$ cat src/rtl/density_pkg.sv
// Shared level encodings and default parameters for the lane density estimator.
package density_pkg;

    typedef enum logic [1:0] {
        LVL_NONE = 2'd0,
        LVL_LOW  = 2'd1,
        LVL_MED  = 2'd2,
        LVL_HIGH = 2'd3
    } level_t;

    localparam int DEF_WINDOW   = 1000;
    localparam int DEF_DEBOUNCE = 4;
    localparam int DEF_CNT_W    = 8;
    localparam int DEF_T1       = 4;
    localparam int DEF_T2       = 10;
    localparam int DEF_T3       = 20;
    localparam int DEF_HYST     = 2;

endpackage

$ cat src/rtl/debounce_sync.sv
// Two-flop synchroniser followed by a run-length debouncer; pulses rise
// for one cycle on the same edge the stable level goes from 0 to 1.
module debounce_sync #(
    parameter int DEBOUNCE = 4
) (
    input  logic clk,
    input  logic reset_n,
    input  logic detector,
    output logic rise
);

    localparam int RUN_W = (DEBOUNCE > 1) ? $clog2(DEBOUNCE) : 1;
    localparam logic [RUN_W-1:0] RUN_LAST = RUN_W'(DEBOUNCE - 1);

    logic             sync_a;
    logic             sync_b;
    logic             level;
    logic [RUN_W-1:0] run;

    always_ff @(posedge clk or negedge reset_n) begin
        if (!reset_n) begin
            sync_a <= 1'b0;
            sync_b <= 1'b0;
            level  <= 1'b0;
            rise   <= 1'b0;
            run    <= '0;
        end else begin
            sync_a <= detector;
            sync_b <= sync_a;
            rise   <= 1'b0;
            // Any cycle that agrees with the stable level restarts the run.
            if (sync_b == level) begin
                run <= '0;
            end else if (run == RUN_LAST) begin
                level <= sync_b;
                rise  <= sync_b;
                run   <= '0;
            end else begin
                run <= run + 1'b1;
            end
        end
    end

endmodule

$ cat src/rtl/density_estimator.sv
// Per-lane traffic density estimator: counts debounced vehicle events per
// fixed window and quantises the count to a 2-bit level with downgrade hysteresis.
module density_estimator
    import density_pkg::*;
#(
    parameter int WINDOW   = DEF_WINDOW,
    parameter int DEBOUNCE = DEF_DEBOUNCE,
    parameter int CNT_W    = DEF_CNT_W,
    parameter int T1       = DEF_T1,
    parameter int T2       = DEF_T2,
    parameter int T3       = DEF_T3,
    parameter int HYST     = DEF_HYST
) (
    input  logic       clk,
    input  logic       reset_n,
    input  logic       detector,
    input  logic       enable,
    output logic [1:0] density,
    output logic       density_valid
);

    localparam int WIN_W = $clog2(WINDOW);
    localparam logic [WIN_W-1:0] WIN_LAST = WIN_W'(WINDOW - 1);
    localparam logic [CNT_W-1:0] CNT_MAX  = '1;

    function automatic logic [CNT_W-1:0] sat_add(input logic [CNT_W-1:0] a,
                                                 input logic [CNT_W-1:0] b);
        logic [CNT_W:0] sum;
        sum = {1'b0, a} + {1'b0, b};
        return sum[CNT_W] ? CNT_MAX : sum[CNT_W-1:0];
    endfunction

    function automatic level_t quantise(input logic [CNT_W-1:0] c);
        if (c >= CNT_W'(T3)) return LVL_HIGH;
        if (c >= CNT_W'(T2)) return LVL_MED;
        if (c >= CNT_W'(T1)) return LVL_LOW;
        return LVL_NONE;
    endfunction

    // Upgrades take effect at once; downgrades only once the count falls
    // HYST vehicles below the threshold of the current level.
    function automatic level_t next_level(input level_t cur, input logic [CNT_W-1:0] c);
        level_t up;
        level_t dn;
        up = quantise(c);
        dn = quantise(sat_add(c, CNT_W'(HYST)));
        if (up >= cur) return up;
        return (dn < cur) ? dn : cur;
    endfunction

    logic             vehicle;
    logic [WIN_W-1:0] win_cnt;
    logic [CNT_W-1:0] veh_cnt;
    level_t           level_q;
    logic             vld_p1;
    logic [CNT_W-1:0] cnt_p0;
    logic             close_p0;

    debounce_sync #(.DEBOUNCE(DEBOUNCE)) u_debounce (
        .clk      (clk),
        .reset_n  (reset_n),
        .detector (detector),
        .rise     (vehicle)
    );

    // Stage p0: count including this cycle's event, so a close-cycle event
    // lands in the closing window.
    assign cnt_p0   = sat_add(veh_cnt, CNT_W'(vehicle));
    assign close_p0 = enable && (win_cnt == WIN_LAST);

    always_ff @(posedge clk or negedge reset_n) begin
        if (!reset_n) begin
            win_cnt <= '0;
            veh_cnt <= '0;
            level_q <= LVL_NONE;
            vld_p1  <= 1'b0;
        end else begin
            vld_p1 <= 1'b0;
            if (close_p0) begin
                win_cnt <= '0;
                veh_cnt <= '0;
                level_q <= next_level(level_q, cnt_p0);
                vld_p1  <= 1'b1;
            end else if (enable) begin
                win_cnt <= win_cnt + 1'b1;
                veh_cnt <= cnt_p0;
            end
        end
    end

    // Stage p1: registered outputs, one cycle after the close cycle.
    assign density       = level_q;
    assign density_valid = vld_p1;

endmodule

$ cat config.mk
export PLATFORM = sky130hd
export DESIGN_NAME = density_estimator
export DESIGN_NICKNAME = d
export VERILOG_FILES = /design/src/rtl/density_pkg.sv /design/src/rtl/debounce_sync.sv /design/src/rtl/density_estimator.sv
export SDC_FILE = /design/constraint.sdc
export NUM_CORES = 1
export LEC_CHECK = 0
export BUFFER_PORTS_ARGS = -buffer_cell sky130_fd_sc_hd__buf_2
export CAP_MARGIN = 10
export CORE_UTILIZATION = 56
export CTS_BUF_LIST = sky130_fd_sc_hd__clkbuf_16
export DETAILED_ROUTE_END_ITERATION = 12
export MAX_ROUTING_LAYER = met4
export PLACE_DENSITY = 0.73
export SYNTH_ARGS = -nofsm -noshare
export SYNTH_HDL_FRONTEND = slang
export SYNTH_HIERARCHICAL = 1
export SYNTH_SLANG_ARGS = --single-unit
$ cat constraint.sdc
create_clock -name clk -period 9.45 [get_ports clk]
set_clock_uncertainty 0.15 [all_clocks]
set_input_delay 0.945 -clock clk [delete_from_list [all_inputs] [get_ports clk]]
set_output_delay 0.945 -clock clk [all_outputs]
set_load 0.03 [all_outputs]
# [Yosys cells after proc, flatten, opt, wreduce, memory -nomap -nowiden]
# Cells that the tools add are included.
[word_totals] register_bits=27 in_bits=4 out_inout_bits=3 elab_cells=78
[op_classes] addsub=4 n_lt_le_gt_ge=8 eq_ne=3 n_mux=48 bitwise_logic=1 n_reduce_logical=5
[op_table] operator="two-way mux 2 bit" n=19
[op_table] operator="two-way mux 8 bit" n=4
[op_table] operator="two-way mux 1 bit" n=23
[op_table] operator="two-way mux 10 bit" n=2
[op_table] operator=">= comparator 8 x 3 -> 1 bit, second input constant" n=2
[op_table] operator=">= comparator 8 x 4 -> 1 bit, second input constant" n=2
[op_table] operator=">= comparator 8 x 5 -> 1 bit, second input constant" n=2
[op_table] operator="adder 10 x 1 -> 10 bit, second input constant" n=1
[op_table] operator="equality test 10 bit, second input constant" n=1
[op_table] operator="adder 8 x 1 -> 9 bit" n=1
[op_table] operator="adder 8 x 2 -> 9 bit, second input constant" n=1
[op_table] operator="AND reduction 2 bit" n=2
[op_table] operator="nonzero test 2 bit" n=2
[op_table] operator="adder 2 x 1 -> 2 bit, second input constant" n=1
[op_table] operator="equality test 2 bit, second input constant" n=1
[op_table] operator=">= comparator 2 bit" n=1
[op_table] operator="less-than comparator 2 bit" n=1
[op_table] operator="equality test 1 bit" n=1
[op_table] operator="logical AND 1 bit" n=1
[op_table] operator="inverter 1 bit" n=1

# [Logic depth before layout (Yosys ltp)]
[logic_depth] word_depth=19 ltp_mapped=18

# [By module]
# The synthesis kept the hierarchy.
[by_module_without_submodules] mod="density_estimator" instances=1 cells_each=192 area_per_inst_um2=1685.4 seq_area_each_um2=525.5
[by_module_without_submodules] mod="debounce_sync" instances=1 cells_each=12 area_per_inst_um2=209.0 seq_area_each_um2=150.1

# [Worst setup path after synthesis]
# Ideal clock, no wire load.
[synth_path] path_type="register to register" startpoint="register u_debounce.rise" endpoint="register level_q[1], in the netlist density[1]" setup_ns=0.126 arrival_ns=3.282 required_time_ns=9.174 setup_slack_ns=5.892 path_stages_with_launch=17 path_buffers=0 path_cell_list="dfrtp_1 > ha_1 > ha_1 > nand2_4 > nor3_4 > or2_2 > ha_1 > nor2b_1 > o31ai_1 > o21a_1 > nor2_1 > o21a_1 > ha_1 > nand2b_1 > a21oi_1 > nor2_1 > a221o_1"
[synth_between] elab_chain_cells=16 word_cells_on_any_way=49 cone_classes="add/sub: 2; order compare: 8; mux: 37; reduce/logical: 2"
[synth_lines] item="start, declared" line_no="debounce_sync.sv:9" rtl="output logic rise"
[synth_lines] item="start signal, assigned" line_no="debounce_sync.sv:36" rtl="rise <= sync_b;"
[synth_lines] item="adder 8 x 1 -> 9 bit *" line_no="density_estimator.sv:29" rtl="sum = {1'b0, a} + {1'b0, b};"
[synth_lines] item="two-way mux 8 bit *" line_no="density_estimator.sv:30" rtl="return sum[CNT_W] ? CNT_MAX : sum[CNT_W-1:0];"
[synth_lines] item="adder 8 x 2 -> 9 bit or >= comparator 8 x 3 -> 1 bit (tied branches)" line_no="density_estimator.sv:29, density_estimator.sv:36"
[synth_lines] item="two-way mux 8 bit or two-way mux 1 bit (tied branches)" line_no="density_estimator.sv:30, density_estimator.sv:36"
[synth_lines] item=">= comparator 8 x 3 -> 1 bit or two-way mux 1 bit (tied branches)" line_no="density_estimator.sv:36" rtl="if (c >= CNT_W'(T1)) return LVL_LOW;"
[synth_lines] item="two-way mux 1 bit, on equally long branches" line_no="density_estimator.sv:36, density_estimator.sv:35"
[synth_lines] item="two-way mux 1 bit, on equally long branches" line_no="density_estimator.sv:36, density_estimator.sv:79"
[synth_lines] item="two-way mux 1 bit or two-way mux 2 bit (tied branches)" line_no="density_estimator.sv:35, density_estimator.sv:37"
[synth_lines] item="two-way mux 1 bit or two-way mux 2 bit (tied branches)" line_no="density_estimator.sv:79, density_estimator.sv:36"
[synth_lines] item="two-way mux 2 bit, on equally long branches" line_no="density_estimator.sv:37, density_estimator.sv:35"
[synth_lines] item="two-way mux 2 bit, on equally long branches" line_no="density_estimator.sv:36, density_estimator.sv:79"
[synth_lines] item="two-way mux 2 bit or >= comparator 2 bit (tied branches)" line_no="density_estimator.sv:35, density_estimator.sv:47"
[synth_lines] item="two-way mux 2 bit or two-way mux 1 bit (tied branches)" line_no="density_estimator.sv:79, density_estimator.sv:47"
[synth_lines] item="less-than comparator 2 bit or two-way mux 1 bit (tied branches)" line_no="density_estimator.sv:48, density_estimator.sv:79"
[synth_lines] item="nonzero test 2 bit (no line)"
[synth_lines] item="AND reduction 2 bit (no line)"
[synth_lines] item="end signal, assigned" line_no="density_estimator.sv:82" rtl="level_q <= next_level(level_q, cnt_p0);"
[synth_lines] item="end, declared" line_no="density_estimator.sv:54" rtl="level_t level_q;"
# Mark *: on every way between the ends. The rest lies on a longest branch, timed or not. The select of a mux whose other input is x is not followed.
# A chain may end at the register's enable or synchronous reset.

# [Worst setup path after layout]
[layout_path] startpoint="register veh_cnt[0]" endpoint="register level_q[1], in the netlist density[1]"
[layout_between] elab_chain_cells=16 word_cells_on_any_way=49 cone_classes="add/sub: 2; order compare: 8; mux: 37; reduce/logical: 2"
[layout_lines] item="start, declared" line_no="density_estimator.sv:53" rtl="logic [CNT_W-1:0] veh_cnt;"
[layout_lines] item="start signal, assigned" line_no="density_estimator.sv:86" rtl="veh_cnt <= cnt_p0;"
[layout_lines] item="adder 8 x 1 -> 9 bit *" line_no="density_estimator.sv:29"
[layout_lines] item="two-way mux 8 bit *" line_no="density_estimator.sv:30"
[layout_lines] item="adder 8 x 2 -> 9 bit or >= comparator 8 x 3 -> 1 bit (tied branches)" line_no="density_estimator.sv:29, density_estimator.sv:36"
[layout_lines] item="two-way mux 8 bit or two-way mux 1 bit (tied branches)" line_no="density_estimator.sv:30, density_estimator.sv:36"
[layout_lines] item=">= comparator 8 x 3 -> 1 bit or two-way mux 1 bit (tied branches)" line_no="density_estimator.sv:36"
[layout_lines] item="two-way mux 1 bit, on equally long branches" line_no="density_estimator.sv:36, density_estimator.sv:35"
[layout_lines] item="two-way mux 1 bit, on equally long branches" line_no="density_estimator.sv:36, density_estimator.sv:79"
[layout_lines] item="two-way mux 1 bit or two-way mux 2 bit (tied branches)" line_no="density_estimator.sv:35, density_estimator.sv:37"
[layout_lines] item="two-way mux 1 bit or two-way mux 2 bit (tied branches)" line_no="density_estimator.sv:79, density_estimator.sv:36"
[layout_lines] item="two-way mux 2 bit, on equally long branches" line_no="density_estimator.sv:37, density_estimator.sv:35"
[layout_lines] item="two-way mux 2 bit, on equally long branches" line_no="density_estimator.sv:36, density_estimator.sv:79"
[layout_lines] item="two-way mux 2 bit or >= comparator 2 bit (tied branches)" line_no="density_estimator.sv:35, density_estimator.sv:47"
[layout_lines] item="two-way mux 2 bit or two-way mux 1 bit (tied branches)" line_no="density_estimator.sv:79, density_estimator.sv:47"
[layout_lines] item="less-than comparator 2 bit or two-way mux 1 bit (tied branches)" line_no="density_estimator.sv:48, density_estimator.sv:79"
[layout_lines] item="nonzero test 2 bit (no line)"
[layout_lines] item="AND reduction 2 bit (no line)"
# Marks and branches as above.

==> flow_summary_export.csv <==
group,metric,value,unit
die,die_h,60.2,um
grt,grt-ovfl-total,0,
synthesis,yosysWarnings,6,
hold_path,hold_path.startpoint,"u_debounce/sync_a",
die,fp.dieW,60.2,um
synthesis,async_flop_share,100,%
critical_path,start_kind,"register",
detailed_routing,wire_per_inst,15.2,um
synthesis,syn_area,1890,sq um
detailed_routing,wirelength,3.82,mm
critical_path,slowest_stage,"dfrtp_1",
critical_path,crit_family,"simple AND/OR/NAND/NOR gates",
synthesis,ys_ff_latch,27,
synthesis,synth_edf_count,0,
synthesis,yosysUniqueCellTypes,61,
timing,drv_slew,0,
clocking,cts_resized,0,
detailed_routing,drtAntennaViolNets,0,
place,place_congestion,0.896,
critical_path,reg2regPathDepth,17,
clocking,numCtsBuffers,3,
timing,max_slew.worst_pin.slew,602,ps
die,io_pins,7,
place,dp.final_hpwl,2.74,mm
place,post_dp_cell_area,1940,sq um
detailed_routing,first_iter_violations,113,
cells_and_area,mostFrequentLayoutCells,"dfrtp_1, nand2_1, nor2_1",
critical_path,critical_path_buf_inv_count,0,
die,core_area,3130,sq um
grt,antenna_found_initial,0,
die,fp.dieArea,3620,sq um
detailed_routing,first_pass_iters,4,
hold_path,hold_path_class,"register to register",
cells_and_area,drive_gt1_share,15.5,%
synthesis,synth_flop_cell,"dfrtp_1",
grt,grt_pass1_vias,1448,
clocking,holdBufCountCts,0,
grt,grt_pass1_wl,6.48,mm
timing,period_share,41.9,%
detailed_routing,drc,0,
clocking,worstSkewPairLatency,270,ps
timing,fmax,253,MHz
critical_path,crit_top_cell,"ha_1",
critical_path,cp_cell_sequence,"ha_1, ha_1, nand2_4, nor3_4, or2_2, ha_1, nor2b_1, o31ai_1, o21a_1, nor2_1, o21a_1, ha_1, nand2b_1, a21oi_1, nand3_1, mux2i_1, a221o_1",
critical_path,arrival,4020,ps
cells_and_area,final_area,2020,sq um
timing,setup_viol,0,
flow_run,maxCapViolCount,0,
clocking,tritoncts,"built",
pwr,power_leakage,0.890,nW
critical_path,critPathMaxStageDelay,380,ps
pwr,peakVddDrop,0.137,mV
critical_path,critical_path_class,"register to register",
critical_path,worstPathMaxFanout,9,
critical_path,regToRegSetupSlack,5490,ps
synthesis,seq_area_frac_synth,35.7,%
place,portBuffers,6,
timing,holdWs,212,ps
die,start_util,60.6,%
pwr,power_density,195,nW/um^2
critical_path,crit_required,9510,ps
status,run_status,"completed",
detailed_routing,vias_per_cell,5.93,
timing,rsz0062_at_grt,"false",
timing,fin_setup_tns,0,ps
critical_path,r2r-start,"veh_cnt[0]",
synthesis,syn-num-nets,217,
clocking,clk_root_buffer_cell,"clkbuf_16",
cells_and_area,layout_commonest_cell,"dfrtp_1",
clocking,post_cts_buffers,0,
cells_and_area,syn2layout_area_growth,6.54,%
critical_path,r2r-end,"density[1]",
hold_path,min_to,"u_debounce/sync_b",
pwr,p_total,0.393,mW
timing,finalCriticalPeriod,3960,ps
synthesis,syn_inst,204,
timing,final-hold-violation-count,0,
clocking,cts.sinks,27,
clocking,cts_buffer_depth,2,
die,rows,20,
place,place_inst,247,
cells_and_area,antennaDiodeCount,0,
cells_and_area,layoutNonFillerInstCount,251,
critical_path,end_kind,"register",
hold_path,hold_path_depth,0,
clocking,htree_levels,1,
synthesis,avgSynthCellArea,9.29,sq um
timing,slew_headroom,59.6,%
grt,grt_use_total,25.2,%
grt,grt_max_degree,28,
cells_and_area,fin_nets,221,
detailed_routing,vias,1489,
cells_and_area,fillers,255,
clocking,clk_pin_slew,70,ps
cells in the mapped netlist, drive strengths merged (3+ instances only):
library cell	number	share of area, %
mux2i	3	2.2
o31ai	4	1.6
inv	10	2.0
buf	4	1.6
and3	4	1.3
o21ai	10	3.0
nand4	5	1.7
nand3	14	4.2
xor2	4	1.8
a21oi	9	2.6
nor2	19	4.3
mux2	3	2.0
o22ai	3	0.99
nor2b	5	1.7
xnor2	9	4.6
clkbuf	3	0.59
nor3	5	2.2
nand2	24	5.5
ha	9	5.9
o21a	3	1.2
dfrtp	27	36
per-stage QoR:
step                setup slack, ps  utilization (%)
floorplan                      5890                -
global placement               5740             62.0
detailed placement             5590             62.0
CTS                            5570             64.5
global route                   5260             64.5
finish                         5490             64.5
per-layer routing:
metal	share of wire, %	global-route usage, %
met1	45	31.5
met4	2.6	12.6
met5	0	-
met2	49	39.4
met3	4.1	3.68
cell type report:
cell class | instances | area (sq um) | share of cell area, %
Multi-Input combinational cell | 160 | 1140 | 56.5
Sequential cell | 27 | 676 | 33.5
Clock buffer | 3 | 75.1 | 3.72
Tap cell | 44 | 55.1 | 2.73
Inverter | 10 | 37.5 | 1.86
Timing Repair Buffer | 6 | 30.0 | 1.49
Clock inverter | 1 | 5.00 | 0.248
state kept, by name, indices dropped and copies added (netlist names):
signal,count
u_debounce/sync_b,1
veh_cnt,8
u_debounce/rise,1
density,2
u_debounce/run,2
u_debounce/level,1
win_cnt,10
u_debounce/sync_a,1
density_valid,1
worst max path at each step:
stage	depth (start not counted)	endpoint	start	slack, ps
after detailed placement	17	density[1]	veh_cnt[0]	5590
after global placement	16	density[1]	u_debounce/rise	5740
final	17	density[1]	veh_cnt[0]	5490
after floorplan	16	density[1]	u_debounce/rise	5890
after global routing	17	density[1]	veh_cnt[0]	5260
after CTS	17	density[1]	veh_cnt[0]	5570
logic make-up after synthesis:
group / Yosys count / synth area share (%)
compound gates: 41 / 15.5
simple gates: 91 / 28.1
mux: 6 / 4.23
xor+xnor: 13 / 6.41
fa+ha+maj: 9 / 5.94
flops: 27 / 35.7
buf+inv: 17 / 4.16
report_power, final:
group / switching [mW] / leakage [nW] / total [mW] / internal (mW)
Clock: 0.0415 / 0.0409 / 0.0987 / 0.0572
Combinational: 0.0637 / 0.502 / 0.118 / 0.0543
Sequential: 0.0330 / 0.347 / 0.176 / 0.143
Total: 0.138 / 0.890 / 0.393 / 0.255
worst reg2reg max path: cells and delay by family (launching register included):
kind	cells	cell delay [ps]
simple gates	7	1070
compound gates	5	1070
mux	1	220
fa+ha+maj	4	1010
flops	1	380
No activity file was read; power rests on OpenSTA's default activity.
